File: src/rtl/fixed_point_divider.sv
// Sequential signed fixed-point divider: restoring division on magnitudes, one quotient bit
// per clock, with saturation and divide-by-zero flags.
module fixed_point_divider #(
  parameter int unsigned WIDTH = 16,
  parameter int unsigned FRAC  = 8
) (
  input  logic             clk,
  input  logic             rst_n,
  input  logic             start,
  input  logic [WIDTH-1:0] A,
  input  logic [WIDTH-1:0] B,
  output logic [WIDTH-1:0] result,
  output logic             done,
  output logic             busy,
  output logic             overflow_flag,
  output logic             divide_by_zero,
  output logic             negative
);

  localparam int unsigned QW = WIDTH + FRAC;
  localparam int unsigned CW = $clog2(QW);

  localparam logic [QW-1:0]    NegLim = QW'(1) << (WIDTH - 1);
  localparam logic [QW-1:0]    PosLim = NegLim - QW'(1);
  localparam logic [WIDTH-1:0] ResMax = {1'b0, {(WIDTH-1){1'b1}}};
  localparam logic [WIDTH-1:0] ResMin = {1'b1, {(WIDTH-1){1'b0}}};

  typedef enum logic [1:0] {StIdle, StDiv, StFinish} state_e;

  state_e           state_q, state_d;
  logic             sign_q, sign_d;
  logic [WIDTH-1:0] bmag_q, bmag_d;
  logic [WIDTH-1:0] rem_q, rem_d;
  logic [QW-1:0]    dq_q, dq_d;
  logic [CW-1:0]    cnt_q, cnt_d;
  logic [WIDTH-1:0] result_q, result_d;
  logic             ovf_q, ovf_d;
  logic             dbz_q, dbz_d;

  logic [WIDTH-1:0] amag, bmag;
  logic [WIDTH:0]   rem_shift;
  logic [WIDTH-1:0] rem_sub;
  logic             q_bit;
  logic [QW-1:0]    dq_step;
  logic [WIDTH-1:0] sat_result;
  logic             sat_ovf;

  assign amag = A[WIDTH-1] ? -A : A;
  assign bmag = B[WIDTH-1] ? -B : B;

  // Dividend bits leave the top of dq while quotient bits enter at the bottom.
  assign rem_shift = {rem_q, dq_q[QW-1]};
  assign q_bit     = rem_shift >= {1'b0, bmag_q};
  assign rem_sub   = rem_shift[WIDTH-1:0] - bmag_q;
  assign dq_step   = {dq_q[QW-2:0], q_bit};

  always_comb begin
    sat_result = sign_q ? -dq_step[WIDTH-1:0] : dq_step[WIDTH-1:0];
    sat_ovf    = 1'b0;
    if (!sign_q && (dq_step > PosLim)) begin
      sat_result = ResMax;
      sat_ovf    = 1'b1;
    end else if (sign_q && (dq_step > NegLim)) begin
      sat_result = ResMin;
      sat_ovf    = 1'b1;
    end
  end

  always_comb begin
    state_d  = state_q;
    sign_d   = sign_q;
    bmag_d   = bmag_q;
    rem_d    = rem_q;
    dq_d     = dq_q;
    cnt_d    = cnt_q;
    result_d = result_q;
    ovf_d    = ovf_q;
    dbz_d    = dbz_q;
    unique case (state_q)
      StIdle: begin
        if (start) begin
          sign_d = A[WIDTH-1] ^ B[WIDTH-1];
          bmag_d = bmag;
          rem_d  = '0;
          dq_d   = QW'(amag) << FRAC;
          cnt_d  = CW'(QW - 1);
          if (B == '0) begin
            result_d = A[WIDTH-1] ? ResMin : ResMax;
            ovf_d    = 1'b0;
            dbz_d    = 1'b1;
            state_d  = StFinish;
          end else begin
            state_d = StDiv;
          end
        end
      end
      StDiv: begin
        rem_d = q_bit ? rem_sub : rem_shift[WIDTH-1:0];
        dq_d  = dq_step;
        cnt_d = cnt_q - CW'(1);
        if (cnt_q == '0) begin
          // Result and flags are captured on entry so they are valid while done is high.
          result_d = sat_result;
          ovf_d    = sat_ovf;
          dbz_d    = 1'b0;
          state_d  = StFinish;
        end
      end
      StFinish: state_d = StIdle;
      default:  state_d = StIdle;
    endcase
  end

  always_ff @(posedge clk or negedge rst_n) begin
    if (!rst_n) begin
      state_q  <= StIdle;
      sign_q   <= 1'b0;
      bmag_q   <= '0;
      rem_q    <= '0;
      dq_q     <= '0;
      cnt_q    <= '0;
      result_q <= '0;
      ovf_q    <= 1'b0;
      dbz_q    <= 1'b0;
    end else begin
      state_q  <= state_d;
      sign_q   <= sign_d;
      bmag_q   <= bmag_d;
      rem_q    <= rem_d;
      dq_q     <= dq_d;
      cnt_q    <= cnt_d;
      result_q <= result_d;
      ovf_q    <= ovf_d;
      dbz_q    <= dbz_d;
    end
  end

  assign result         = result_q;
  assign done           = (state_q == StFinish);
  assign busy           = (state_q != StIdle);
  assign overflow_flag  = ovf_q;
  assign divide_by_zero = dbz_q;
  assign negative       = result_q[WIDTH-1];

endmodule
File: config.mk
export PLATFORM = sky130hd
export DESIGN_NAME = fixed_point_divider
export DESIGN_NICKNAME = d
export VERILOG_FILES = /design/src/rtl/fixed_point_divider.sv
export SDC_FILE = /design/constraint.sdc
export NUM_CORES = 1
export LEC_CHECK = 0
export BUFFER_PORTS_ARGS = -buffer_cell sky130_fd_sc_hd__buf_2
export CORE_MARGIN = 8
export CORE_UTILIZATION = 30
export DETAILED_ROUTE_END_ITERATION = 6
export MAX_ROUTING_LAYER = met4
export PLACE_DENSITY_LB_ADDON = 0.1
export RECOVER_POWER = 100
export SYNTH_ARGS = -nofsm -noshare
export SYNTH_HDL_FRONTEND = slang
export SYNTH_SLANG_ARGS = --single-unit
export TNS_END_PERCENT = 30
File: constraint.sdc
create_clock -name clk -period 6.98 [get_ports clk]
set_input_delay 0.698 -clock clk [delete_from_list [all_inputs] [get_ports clk]]
set_output_delay 0.698 -clock clk [all_outputs]
set_load 0.01 [all_outputs]
==> results of run 1 <==
## sequential cells by signal, indices dropped and copies added (netlist names)
signal / count
result: 16
rem_q: 16
state_q: 2
overflow_flag: 1
sign_q: 1
cnt_q: 5
divide_by_zero: 1
dq_q: 24
bmag_q: 16
## area by class of cell
cell class                      instances  area (um^2)
Sequential cell                        82         2050
Timing Repair Buffer                   62          280
Clock inverter                          4         76.3
Fill cell                            1834        11300
Clock buffer                           12          236
Multi-Input combinational cell        480         2910
Tap cell                              225          282
Inverter                               32          121
## routing by layer
| layer | vias up | global-route usage (%) | part of all wire, % |
|---|---|---|---|
| met4 | 0 | 5.10 | 1.2 |
| met3 | 12 | 2.01 | 3.1 |
| met1 | 2162 | 18.9 | 51 |
| met5 | - | - | 0 |
| li1 | 2324 | - | - |
| met2 | 66 | 21.0 | 45 |
## power groups by stage
stage / Sequential, mW / Combinational (mW) / Clock (mW)
after global placement: 0.952 / 1.59 / 0
after detailed placement: 0.954 / 1.60 / 0
after CTS: 0.948 / 1.61 / 0.527
final: 0.947 / 1.56 / 0.510
after floorplan: 0.889 / 1.23 / 0
after global routing: 0.981 / 1.79 / 0.545
## cell usage in the layout (no fill, tap or decap), types with 3 or more instances in the layout
cell | synthesis | final
sky130_fd_sc_hd__a21oi_1 | 32 | 32
sky130_fd_sc_hd__nor2_1 | 32 | 32
sky130_fd_sc_hd__inv_1 | 30 | 30
sky130_fd_sc_hd__clkbuf_16 | 0 | 9
sky130_fd_sc_hd__a211oi_1 | 5 | 5
sky130_fd_sc_hd__o31ai_1 | 10 | 10
sky130_fd_sc_hd__o211ai_1 | 4 | 4
sky130_fd_sc_hd__nor4_1 | 9 | 9
sky130_fd_sc_hd__a22oi_1 | 17 | 17
sky130_fd_sc_hd__and3_1 | 3 | 3
sky130_fd_sc_hd__o21ai_0 | 89 | 93
sky130_fd_sc_hd__buf_2 | 3 | 32
sky130_fd_sc_hd__a211o_1 | 3 | 3
sky130_fd_sc_hd__nand2_1 | 84 | 84
sky130_fd_sc_hd__a21o_1 | 4 | 4
sky130_fd_sc_hd__ha_1 | 21 | 21
sky130_fd_sc_hd__clkbuf_1 | 21 | 31
sky130_fd_sc_hd__xnor2_1 | 11 | 11
sky130_fd_sc_hd__or4_1 | 5 | 5
sky130_fd_sc_hd__or3_1 | 9 | 10
sky130_fd_sc_hd__dfrtp_1 | 82 | 82
sky130_fd_sc_hd__nand3_1 | 27 | 28
sky130_fd_sc_hd__a31oi_1 | 8 | 8
sky130_fd_sc_hd__mux2i_1 | 3 | 3
sky130_fd_sc_hd__nor2b_1 | 7 | 6
sky130_fd_sc_hd__o41ai_1 | 3 | 4
sky130_fd_sc_hd__o21a_1 | 4 | 4
sky130_fd_sc_hd__xor2_1 | 28 | 28
sky130_fd_sc_hd__nor3_1 | 14 | 14
sky130_fd_sc_hd__nand2b_1 | 4 | 4
sky130_fd_sc_hd__nand4_1 | 5 | 5
## metrics by stage
stage | hold slack [ns] | utilization (%)
after global placement | 0.448 | 33.2
after CTS | 0.268 | 35.0
after global routing | 0.503 | 34.6
after floorplan | 0.402 | -
after detailed placement | 0.459 | 33.2
final | 0.472 | 34.6
## cell families (layout without fill, tap and decap cells)
group | Yosys count | after routing
compound gates | 198 | 198
fa+ha+maj | 22 | 22
xor+xnor | 39 | 39
mux | 3 | 3
simple gates | 218 | 218
flops | 82 | 82
buf+inv | 63 | 110
## worst max path at each step
stage	endpoint	slack [ns]
6_report	result[12]$_DFFE_PN0P_	1.83
3_5_place_dp	result[14]$_DFFE_PN0P_	2.38
5_1_grt	result[12]$_DFFE_PN0P_	1.36
2_1_floorplan	result[14]$_DFFE_PN0P_	2.86
4_1_cts	result[14]$_DFFE_PN0P_	2.37
3_3_place_gp	result[14]$_DFFE_PN0P_	2.48
## cell usage after synthesis, types with 4 or more instances
cell,n,area [um^2]
sky130_fd_sc_hd__o21ai_1,5,25.0
sky130_fd_sc_hd__nor2b_1,7,43.8
sky130_fd_sc_hd__nand2b_1,4,25.0
sky130_fd_sc_hd__dfrtp_1,82,2050
sky130_fd_sc_hd__xnor2_1,11,96.3
sky130_fd_sc_hd__nand3_1,27,135
sky130_fd_sc_hd__inv_1,30,113
sky130_fd_sc_hd__ha_1,21,263
sky130_fd_sc_hd__a21o_1,4,30.0
sky130_fd_sc_hd__o21a_1,4,30.0
sky130_fd_sc_hd__nor3_1,14,70.1
sky130_fd_sc_hd__xor2_1,28,245
sky130_fd_sc_hd__nor4_1,9,56.3
sky130_fd_sc_hd__o211ai_1,4,30.0
sky130_fd_sc_hd__clkbuf_1,21,78.8
sky130_fd_sc_hd__a22oi_1,17,128
sky130_fd_sc_hd__or4_1,5,37.5
sky130_fd_sc_hd__nand2_1,84,315
sky130_fd_sc_hd__a21oi_1,32,160
sky130_fd_sc_hd__o31ai_1,10,75.1
sky130_fd_sc_hd__nor2_1,32,120
sky130_fd_sc_hd__a211oi_1,5,37.5
sky130_fd_sc_hd__a31oi_1,8,50.1
sky130_fd_sc_hd__or3_1,9,56.3
sky130_fd_sc_hd__o21ai_0,89,445
sky130_fd_sc_hd__nand4_1,5,31.3
## critical path, cell delays in order (launching register included)
cell and delay [ns]:
sky130_fd_sc_hd__dfrtp_1 0.35, sky130_fd_sc_hd__inv_1 0.05, sky130_fd_sc_hd__ha_1 0.35, sky130_fd_sc_hd__a21o_1 0.20, sky130_fd_sc_hd__a21oi_1 0.19, sky130_fd_sc_hd__nand2_1 0.14
sky130_fd_sc_hd__o211a_1 0.27, sky130_fd_sc_hd__or3_1 0.64, sky130_fd_sc_hd__clkinvlp_2 0.53, sky130_fd_sc_hd__ha_1 0.27, sky130_fd_sc_hd__or2b_1 0.27, sky130_fd_sc_hd__or2b_1 0.32
sky130_fd_sc_hd__o41ai_1 0.48, sky130_fd_sc_hd__nand3_1 0.44, sky130_fd_sc_hd__nor3b_1 0.33, sky130_fd_sc_hd__a211oi_1 0.09, sky130_fd_sc_hd__o21ai_0 0.16
==> metrics list, run 1 <==
* Max_cap viols: 3
* Fin cells: 897
* Number of register bits inferred by synthesis: 82
- CTS max path bufs: 2
- Synth-to-layout area growth: 13.3%
- In this run, CTS created clock tree buffers numbering 9.
* Post-synthesis share of cell area spent on xor and xnor gates: roughly 6.5%
- At the worst endpoint, the required time is 7.25 ns.
* Maximum achievable frequency: 194 MHz
- Cell depth of the worst flop-to-flop path: 16
- Internal power comes to 1.67 mW.
- In this run, the clock network consumes 16.9% of the power.
* Final total negative setup slack: 0 ns
- In the synthesized netlist, the number of instances is around 630.
- For this block, the routed nets add up to ~15 mm of wire.
* Mean instance size in the synthesized netlist: 8.41 um^2
- Simple-Gate Fraction of Synth Area: roughly 20%
- DRC errors left: 0
- The final layout contains ~720 nets.
- In this run, the combinational gates consume approximately 52% of the power.
- Core Region: between 15000 and 20000 um^2
- At the pin with the least slew margin, the transition time is between 3 and 4 ns.
- In this run the critical register-to-register path is launched from bmag_q[3]$_DFFE_PN0P_.
- Class of the most critical hold timing path: flop to flop
- Overflow left after global routing: 0
* Share of the cycle needed by the critical path after routing: around three quarters
- Main combinational cell family by area after synthesis: compound AO/OA/AOI/OAI gates
- In this run the register-to-register setup slack is 1.83 ns.
* Number of hold buffers added after cts: 0
* Hold Path Cell Cnt: 2
- Die Outline Area: 22000 um^2
- Measured against the total synthesized area, the mux share comes to 0.571%.
- During I/O placement, the number of pins put on the boundary was between 50 and 60.
- Unrepaired setup endpoints after global routing: no
* Net switching power: 1.35 mW
- Crit-path max FO: 21
* Via count normalized by instance count: between 5 and 6
- DRC marker count from the first detailed-route iteration: ~280
- The die is about 150 um wide.
- Post-detailed-route count of antenna-violating nets: 0
- The H-tree was split into 3 levels.
- The count of buffers added on input and output ports is 55.
- Global routing used 14.0% of the available tracks across all layers.
- Summing the areas of all fa, ha and maj instances in the mapped netlist gives under 10% of the synthesized area.
- The worst-case IR drop observed on VDD is between 0.00015 and 0.0002 V.
* Warning count from the yosys run: 0
* Share of synthesized area occupied by flip-flops and latches: around two fifths
- Detailed placement ended at an HPWL of between 10 and 15 mm.
- Slew Limit Fails: around 150
- Total power for the finished layout comes to 3.02 mW.
- In this run the power density over the cells is roughly 500 nW/um^2.
- CTS sink cnt: between 80 and 90
- Maximum number of pins on one net before global-route repair: between 60 and 70
* Most common flop cell mapped by yosys: sky130_fd_sc_hd__dfrtp_1
- Number of rows created at floorplan: 48
- In the final layout, the share of cells above drive strength 1 is a little under 9%.
- Worst slew margin relative to its limit: -108%
- At the worst endpoint, the arrival time is 5.42 ns.
* Crit path capture type: flop
* Category of the critical setup timing path: flop to flop
- Clock tree root buffer cell: sky130_fd_sc_hd__clkbuf_16
- Final design area excluding fillers: roughly 6000 um^2
- The number of antenna violations at the first check in global routing is 0.
* Die boundary height: between 100 and 150 um
- Drt first pass iters: 4
- Total nets after synthesis: approximately 680
- For this design the static power due to leakage is 2.54 nW.
- Via count: about 4600
- After detailed placement, the design holds a cell count of between 800 and 900.
* Synth Area in Compound Gates: 22.9%
- Once the clock tree was built, the setup fixing pass inserted 0 buffers.
* Number of failing setup endpoints in the final timing report: 0
- After detailed routing, the average wire length per cell comes to about 16 um.
- Worst slack at placement: 2.38 ns
* Starting utilization of the core area: ~30%
- Synth unique cells: 61
- Failing checks: max-capacitance violations, max-slew violations
- Hold violation total from the final report: 0
- Gates resized during post-CTS repair numbered 0.
* Count of flip-flops with a built-in enable after synthesis: 0
* Netlist area before placement: 5260 um^2
- Net switching is between 40% and 50% of the power.
- Clock insertion delay at the later pin of the skew report: around 0.35 ns
* Dpl cell area: 5720 um^2
- In this run, flip-flops and latches consume between 30% and 40% of the power.
- In this run the worst setup path begins at bmag_q[3]$_DFFE_PN0P_.
- Across all setup checks in the final design, the least slack found is between 1.5 and 2 ns.
* CTS tree: yes
- After clock tree synthesis, the clock-pin slew on the worst setup and hold paths is roughly 0.06 ns.
- The flow ran to the end, but the final reports show violations.
- Counting flops with an async set or reset pin after synthesis yields a share of 100%.
- First-pass GRT wire length: 24.2 mm
- Tmin final: 5.15 ns
- STA classifies the critical path startpoint as a flop.
- Largest clock skew in the final design: ~0.009 ns
- The worst hold path begins at overflow_flag$_DFFE_PN0P_.
- The path with the worst hold slack has its endpoint at overflow_flag$_DFFE_PN0P_.
* End of the worst register-to-register path: result[12]$_DFFE_PN0P_
- Final weighted congestion in routability-driven placement: 0.868
- Antenna cells: 0
* Vias in the first global route: 4646
No activity file was read; power rests on OpenSTA's default activity.
==> inputs of run 2 (changes only) <==
- ABC_AREA: default -> 1
- clock period: 6.98 -> 4.65 ns (I/O delays scaled with it)
==> metrics list, run 2 <==
* Status: complete, but fails checks
* Failing checks: max-capacitance violations, max-slew violations
- Synth Area in Adders: about 5%
- Post-synth top area share: ~37%
* Number of logic stages on the critical path including buffering: 8
- The number of global-route vias before repair came to between 5000 and 6000.
- VDD sags by at most about 0.00028 V.
- For the final routed database, the setup TNS stands at 0 ns.
- Summed over all nets, the half-perimeter wirelength after detailed placement is 11.7 mm.
* Most common flop cell mapped by yosys: sky130_fd_sc_hd__dfrtp_1
- Register name with the most flops: dq_q
- NumNets Final: about 830
* Routed length per instance: between 15 and 20 um
- DRC marker count from the first detailed-route iteration: ~310
- Synthesis inferred 82 register bits.
* Synth-to-layout area growth: 13.2%
* Mean instance size in the synthesized netlist: between 7 and 8 um^2
* Commonest non-fill, non-tap cell in the layout: sky130_fd_sc_hd__nand2_1
- The worst setup path is of the flop to flop kind.
- After Yosys synthesis, and, or, nand and nor cells account for about 26% of the synthesized area.
- CP Capture Point: result[14]$_DFFE_PN0P_
- Overflow left after global routing: 0
* Hold_ws: roughly 0.42 ns
- TritonCTS built the clock tree.
* Tmin final: between 3 and 4 ns
- The first global-routing pass estimated between 20 and 30 mm of wire.
* Die Outline Area: between 20000 and 25000 um^2
- Along the worst path, the maximum fanout reaches 26.
* Final Util: 34.7%
- Sequential elements use between 30% and 40% of the synthesized area.
- The repair_antennas step left the layout with diodes totalling 0.
* Critical register-to-register path startpoint: state_q[1]$_DFFE_PN0P_
- Largest delay share family, worst path: buffers and inverters
- The cell that appears most often on the critical path is sky130_fd_sc_hd__clkinvlp_2.
- Top cell type by total area after synthesis: sky130_fd_sc_hd__dfrtp_1
- Reg2Reg Setup Slack: 0.87 ns
* End of the worst register-to-register path: result[14]$_DFFE_PN0P_
* Series of cell instances along the critical path: nor2_4 > clkinvlp_2 > a31oi_1 > a21oi_1 > nand3_4 > nor2_8 > clkinvlp_2 > o21ai_2
- Post-detailed-route count of antenna-violating nets: 0
- Maximum achievable frequency: 265 MHz
* Max_cap viols: 3
- Leading cell types in the layout, fill and taps excluded: sky130_fd_sc_hd__nand2_1, sky130_fd_sc_hd__inv_1, sky130_fd_sc_hd__dfrtp_1
- Number of failing setup endpoints in the final timing report: 0
- Slew Limit Fails: between 50 and 60
- Fraction of synthesized area in multiplexers: less than 1%
- The number of gates resized after CTS was 0.
* Total clock buffers created by CTS: 9
* Count of flip-flops with a built-in enable after synthesis: 0
- The final layout contains routed wiring with a total length of approximately 16 mm.
* Global-route usage over all layers: 14.8%
* Required time at the endpoint of the critical path: 4.88 ns
- Via count: between 4000 and 5000
- Summing the areas of all xor and xnor instances in the mapped netlist gives between 5 and 6% of the synthesized area.
- Dpl cell area: about 6000 um^2
- After clock tree synthesis, the setup repair step added 0 buffers.
- First element of the critical path: state_q[1]$_DFFE_PN0P_
- After detailed routing, the number of remaining DRC violations is 0.
- Headroom to the max-slew limit came out at -12.2%.
- In this run the power density over the cells is ~770 nW/um^2.
- Share of layout cells above drive strength 1: around an eighth
- For this design, the CTS-stage hold fixing added 0 buffers.
* CTS max path bufs: 2
- Crit path capture type: flop
- After synthesis, the largest family of logic cells by area is simple AND/OR/NAND/NOR gates.
* Final worst slack: 0.872 ns
- Slew at the pin with the worst max-slew slack: roughly 1.7 ns
- The min-delay analysis places its worst path in the category primary input to flop.
- Die width: 151 um
- Number of rows created at floorplan: just under 50
* Crit path buffers/inverters: 2
- The pre-antenna-repair detailed-routing pass consisted of 4 iterations.
- During placement, the flow inserted port buffers numbering 55.
* Synth Area in Compound Gates: between 10% and 20%
- With fillers left out, the area of the finished cells amounts to 6230 um^2.
- Entering global routing, the biggest net connects 56 pins.
- Data arrival at the endpoint of the critical path: roughly 4.0 ns
* Share of synthesized flip-flops with an asynchronous set or reset: 100%
* Netlist area before placement: approximately 5500 um^2
* Max incr delay on CP: ~1.1 ns
- The final critical path takes up a little over 80% of the cycle.
- The congestion estimate from routability-driven global placement came to between 0.8 and 0.9.
- Synthesis produced approximately 720 cells.
* Unrepaired setup endpoints after global routing: no
* Starting utilization of the core area: 30.7%
* Worst slack at placement: 1.26 ns
- Die boundary height: 151 um
- Largest clock skew in the final design: 0.00699 ns
- Leading post-synthesis cells by instance count: sky130_fd_sc_hd__nand2_1, sky130_fd_sc_hd__inv_1, sky130_fd_sc_hd__dfrtp_1
- The Yosys step of the flow raised 0 warnings.
* Ranking of synthesized cells by area: sky130_fd_sc_hd__dfrtp_1, sky130_fd_sc_hd__nand2_1, sky130_fd_sc_hd__inv_1, sky130_fd_sc_hd__o21ai_0, sky130_fd_sc_hd__ha_1
- Using the TritonRoute via totals, the vias-per-cell ratio works out to roughly 4.8.
- The worst register-to-register path has a depth of 8.
- Clock latency on the worst-skew pair, taken at its later pin, is 0.35 ns.
- sky130_fd_sc_hd__nand2_1 is the most common cell in the netlist.
- The number of failing hold endpoints at the final stage is 0.
- The number of antenna violations at the first check in global routing came to 0.
* Core Region: 18000 um^2
- CTS sink cnt: between 80 and 90
- After clock tree synthesis, the clock-pin slew on the worst setup and hold paths is 0.06 ns.
- Total nets after synthesis: 779
- The number of different library cells used by synthesis comes to 52.
- Clock tree synthesis selected as its root buffer the cell sky130_fd_sc_hd__clkbuf_16.
- The clock tree synthesis step divided the H-tree into 3 levels.
- Pin placement for this block handled 56 I/O pins.
- Slowest stage cell, crit path: sky130_fd_sc_hd__clkinvlp_2
- The register with the most flip-flops in the layout has 24 of them.
- The worst setup path is launched from a flop.
- Leakage power total: approximately 3.0 nW
-- run 2: changes by cell type after synthesis, moves of 8 or more --
| cell | delta |
|---|---|
| sky130_fd_sc_hd__o21ai_0 | -36 |
| sky130_fd_sc_hd__inv_1 | +59 |
| sky130_fd_sc_hd__nor2_1 | +26 |
| sky130_fd_sc_hd__or3_1 | -9 |
| sky130_fd_sc_hd__nand2_1 | +86 |
| sky130_fd_sc_hd__o31ai_1 | -8 |
| sky130_fd_sc_hd__o22ai_1 | +10 |
| sky130_fd_sc_hd__clkbuf_1 | -10 |
-- run 2: how the worst min path moves through the flow --
stage	start	endpoint	slack [ns]	cells past startpoint
2_1_floorplan	rst_n	bmag_q[0]$_DFFE_PN0P_	0.17	0
3_3_place_gp	rst_n	bmag_q[3]$_DFFE_PN0P_	0.43	1
3_5_place_dp	rst_n	rem_q[2]$_DFFE_PN0P_	0.44	1
4_1_cts	rst_n	bmag_q[3]$_DFFE_PN0P_	0.06	1
5_1_grt	B[14]	bmag_q[14]$_DFFE_PN0P_	0.44	3
6_report	B[8]	bmag_q[8]$_DFFE_PN0P_	0.42	3
-- run 2: where the power goes --
part,internal [mW],switching [mW]
sequential,1.04,0.253
combinational,0.965,1.79
clock,0.470,0.296
-- run 2: tightest hold or removal path, stage by stage --
cell and delay (ns):
sky130_fd_sc_hd__buf_2 0.10, sky130_fd_sc_hd__a21oi_1 0.04, sky130_fd_sc_hd__o22ai_1 0.11
-- run 2: kinds of logic after synthesis --
| logic type | Yosys count |
|---|---|
| xor gates and xnor gates | 35 |
| adders and majority gates | 22 |
| DFF | 82 |
| muxes | 1 |
| AOI/OAI and AO/OA | 155 |
| buffers and inverters | 118 |
| and+or+nand+nor | 309 |
-- run 2: area by class of cell --
class | instances | area, um^2
tap | 229 | 287
multi-input combinational | 522 | 2960
clock inverter | 5 | 78.8
inverter | 94 | 358
clock buffer | 11 | 233
timing repair buffer | 59 | 264
sequential | 82 | 2050
fill | 1956 | 11700
-- run 2: routing by layer --
| layer | wire length, um | share of wire [%] | up-vias | global-route usage (%) |
|---|---|---|---|---|
| met5 | 0 | 0 | - | - |
| met4 | 155 | 0.99 | 0 | 5.49 |
| met3 | 659 | 4.2 | 10 | 3.00 |
| met2 | 7170 | 46 | 76 | 22.4 |
| met1 | 7670 | 49 | 2299 | 19.3 |
| li1 | - | - | 2473 | - |
-- run 2: stage by stage --
stage / total power [mW] / instances
2_1_floorplan: 3.41 / 722
3_3_place_gp: 4.09 / 986
3_5_place_dp: 4.10 / 986
4_1_cts: 4.91 / 1002
5_1_grt: 5.31 / 1002
6_report: 4.81 / 1002
==> inputs of run 3 (changes only) <==
- ABC_AREA: 1 -> 0
- clock period: 4.65 -> 3.6 ns (I/O delays scaled with it)
==> metrics list, run 3 (synthesis gave the netlist of run 1 again) <==
* Die width: roughly 150 um
- # fillers: between 1500 and 2000
* Number of antenna violations at the first check in global routing: 0
* Unrepaired setup endpoints after global routing: yes
- For this design the top-level I/O count stands at 56.
- Share of the cycle needed by the critical path after routing: a little over nine tenths
- The tightest min-delay check is of the primary input to flop type.
* Register name with the most flops: dq_q
* Count of input and output buffers: 55
* Category of the critical setup timing path: flop to flop
* Number of failing setup endpoints in the final timing report: 0
- For the final database, setup skew stands at a little under 0.007 ns.
- The number of global-route vias before repair came to 4911.
* Worst slack at placement: -0.102 ns
- Max-cap violations in this run came to 2.
* Final worst slack: around 0.076 ns
- STA puts the critical path data arrival time at 3.76 ns.
- DRC marker count from the first detailed-route iteration: around 290
- Of all nets on the critical path, the largest fanout is 4.
- CP startpoint kind: flop
- CTS sink cnt: just over 80
- Combinational logic is responsible for a little under three fifths of the overall power.
* Final Util: between 30% and 40%
- No sink is reached through more buffers than the 2 on the longest clock path.
- Number of logic stages on the critical path including buffering: 17
- At the end of routability-driven placement, the weighted congestion stood at roughly 0.86.
- The library cell used most frequently in the layout, excluding fill and tap cells, is sky130_fd_sc_hd__nand2_1.
* Synth-to-layout area growth: 19.6%
- H-tree Lvls: 3
- DRC errors left: 0
* Number of hold buffers added after cts: 0
- Final design area excluding fillers: approximately 6300 um^2
- Dpl cell area: around 5900 um^2
* Clock network fraction of total power: 15.4%
* Series of cell instances along the critical path: inv_1 > ha_4 > a21o_1 > a21oi_2 > nand2_1 > o211a_1 > or3_4 > clkinv_4 > ha_4 > or2b_1 > or2b_4 > or3_4 > nor3_4 > mux2i_1 > nor2_1 > o21ai_1 > a22o_1
* Drt total wl: between 15 and 20 mm
- Dividing total power by cell area gives a power density of 993 nW/um^2.
- Max incr delay on CP: 0.38 ns
- Clock tree root buffer cell: sky130_fd_sc_hd__clkbuf_16
- Crit path buffers/inverters: 2
* Number of rows created at floorplan: 48
* Internal power: around 3.5 mW
* Crit path capture type: flop
- Largest delay share family, worst path: simple AND/OR/NAND/NOR gates
- Slew Limit Fails: roughly 120
* Share of layout cells above drive strength 1: 15.5%
* Core Region: roughly 17000 um^2
* Post-detailed-route count of antenna-violating nets: 0
- Cell depth of the worst flop-to-flop path: 17
* Clock slew at the register clock pins of the worst setup and hold paths: 0.06 ns
- The analysis attributes to cell leakage a power of about 2.7 nW.
- CTS tree: yes
- Sequential share of power: 29.5%
- Hold violation total from the final report: 0
* Starting utilization of the core area: between 30% and 40%
* Failing checks: max-capacitance violations, max-slew violations
* Maximum number of pins on one net before global-route repair: 72
- Area taken by multi-input logic gates: about 3000 um^2
* Sequential cell area: between 2000 and 2500 um^2
* Required time at the endpoint of the critical path: 3.84 ns
* Net switching power: ~2.8 mW
- Slew at the pin with the worst max-slew slack: roughly 2 ns
- Largest voltage drop on the vdd net: roughly 0.00032 V
- Slowest stage cell, crit path: sky130_fd_sc_hd__dfrtp_1
* Antenna cells: 0
* Total half-perimeter wirelength after legalization and detailed placement: about 11 mm
- Status: complete, but fails checks
- The die covers around 22000 um^2.
* First-pass GRT wire length: about 25 mm
- For this run, the total global-route usage over all layers was measured as roughly 15%.
- Hold Path Cell Cnt: 3
- Clock insertion delay at the later pin of the skew report: around 0.34 ns
- The final layout contains 749 nets.
- Total clock buffers created by CTS: 9
- Drt first pass iters: 5
- Die boundary height: between 100 and 150 um
* Tmin final: approximately 3.5 ns
- The worst pin sits at a relative slew slack of -30.6%.
- The routed layout has approximately 4800 vias.
* Maximum achievable frequency: 284 MHz
- Switching Share: between 40% and 50%
- The register with the most flip-flops in the layout has 24 of them.
* Via count normalized by instance count: roughly 5.2
- Overflow left after global routing: 0
* Routed length per instance: ~17 um
* Leading cell types in the layout, fill and taps excluded: sky130_fd_sc_hd__nand2_1, sky130_fd_sc_hd__dfrtp_1, sky130_fd_sc_hd__o21ai_0
==> run 3: cell count changes in the layout (fill, tap and decap cells not counted), sizes merged, moves of 7 or more <==
cell   previous run  this run
or3               0        12
o31ai             2        10
nor2             68        32
o21ai            65        95
nand2           177        84
nand3            37        29
inv              92        31
nor2b             0         7
o22ai            12         2
buf              33        57
==> run 3: final timing paths <==
path,startpoint,endpoint,slack (ns)
max,bmag_q[3]$_DFFE_PN0P_,result[14]$_DFFE_PN0P_,0.08
max reg2reg,bmag_q[3]$_DFFE_PN0P_,result[14]$_DFFE_PN0P_,0.08
min in group asynchronous,rst_n,rem_q[11]$_DFFE_PN0P_,0.55
min,A[14],dq_q[23]$_DFFE_PN0P_,0.32
max in group asynchronous,rst_n,dq_q[10]$_DFFE_PN0P_,1.66
min reg2reg,bmag_q[9]$_DFFE_PN0P_,bmag_q[9]$_DFFE_PN0P_,0.48
==> run 3: layout make-up <==
cell class,instances,share of cell area [%]
Timing Repair Buffer,86,7.26
Inverter,32,1.99
Clock buffer,12,4.08
Multi-Input combinational cell,481,48.8
Clock inverter,4,0.776
Tap cell,225,4.48
Sequential cell,82,32.6
==> run 3: metrics by stage <==
stage	power (mW)	hold slack, ns	TNS, ns	std cells
global route	6.85	0.323	-1.06	922
global placement	5.15	0.450	0	900
finish	6.25	0.316	0	922
CTS	6.28	0.229	0	916
floorplan	4.18	0.0644	-0.0755	625
detailed placement	5.19	0.461	-0.478	900
==> run 3: repair_timing <==
| action | 4_1_cts | 5_1_grt |
|---|---|---|
| buffers inserted | 0 | 5 |
| endpoints found under the hold margin | 0 | 0 |
| pin swaps | 2 | 12 |
| setup endpoints to repair | 14 | 16 |
| gates cloned | 0 | 1 |
| gates resized for setup | 16 | 11 |
==> run 3: power by group through the flow <==
stage                     sequential [mW]  clock (mW)  combinational, mW
after floorplan                      1.73           0               2.45
after global placement               1.83           0               3.33
after detailed placement             1.84           0               3.35
after CTS                            1.83       0.986               3.46
after global routing                 1.92        1.02               3.90
final                                1.85       0.959               3.44
==> run 3: metal layers <==
metal / track usage [%] / vias up / share of wire [%]
met5: - / - / 0
met4: 4.49 / 0 / 1.3
met3: 3.25 / 9 / 4.4
met2: 22.5 / 96 / 45
met1: 19.1 / 2311 / 49
li1: - / 2376 / -
==> run 3: worst register-to-register path: stages (launching register included) <==
cell,delay (ns)
sky130_fd_sc_hd__dfrtp_1,0.38
sky130_fd_sc_hd__inv_1,0.11
sky130_fd_sc_hd__ha_4,0.22
sky130_fd_sc_hd__a21o_1,0.19
sky130_fd_sc_hd__a21oi_2,0.15
sky130_fd_sc_hd__nand2_1,0.08
sky130_fd_sc_hd__o211a_1,0.25
sky130_fd_sc_hd__or3_4,0.36
sky130_fd_sc_hd__clkinv_4,0.06
sky130_fd_sc_hd__ha_4,0.12
sky130_fd_sc_hd__or2b_1,0.23
sky130_fd_sc_hd__or2b_4,0.29
sky130_fd_sc_hd__or3_4,0.36
sky130_fd_sc_hd__nor3_4,0.18
sky130_fd_sc_hd__mux2i_1,0.09
sky130_fd_sc_hd__nor2_1,0.11
sky130_fd_sc_hd__o21ai_1,0.06
sky130_fd_sc_hd__a22o_1,0.18
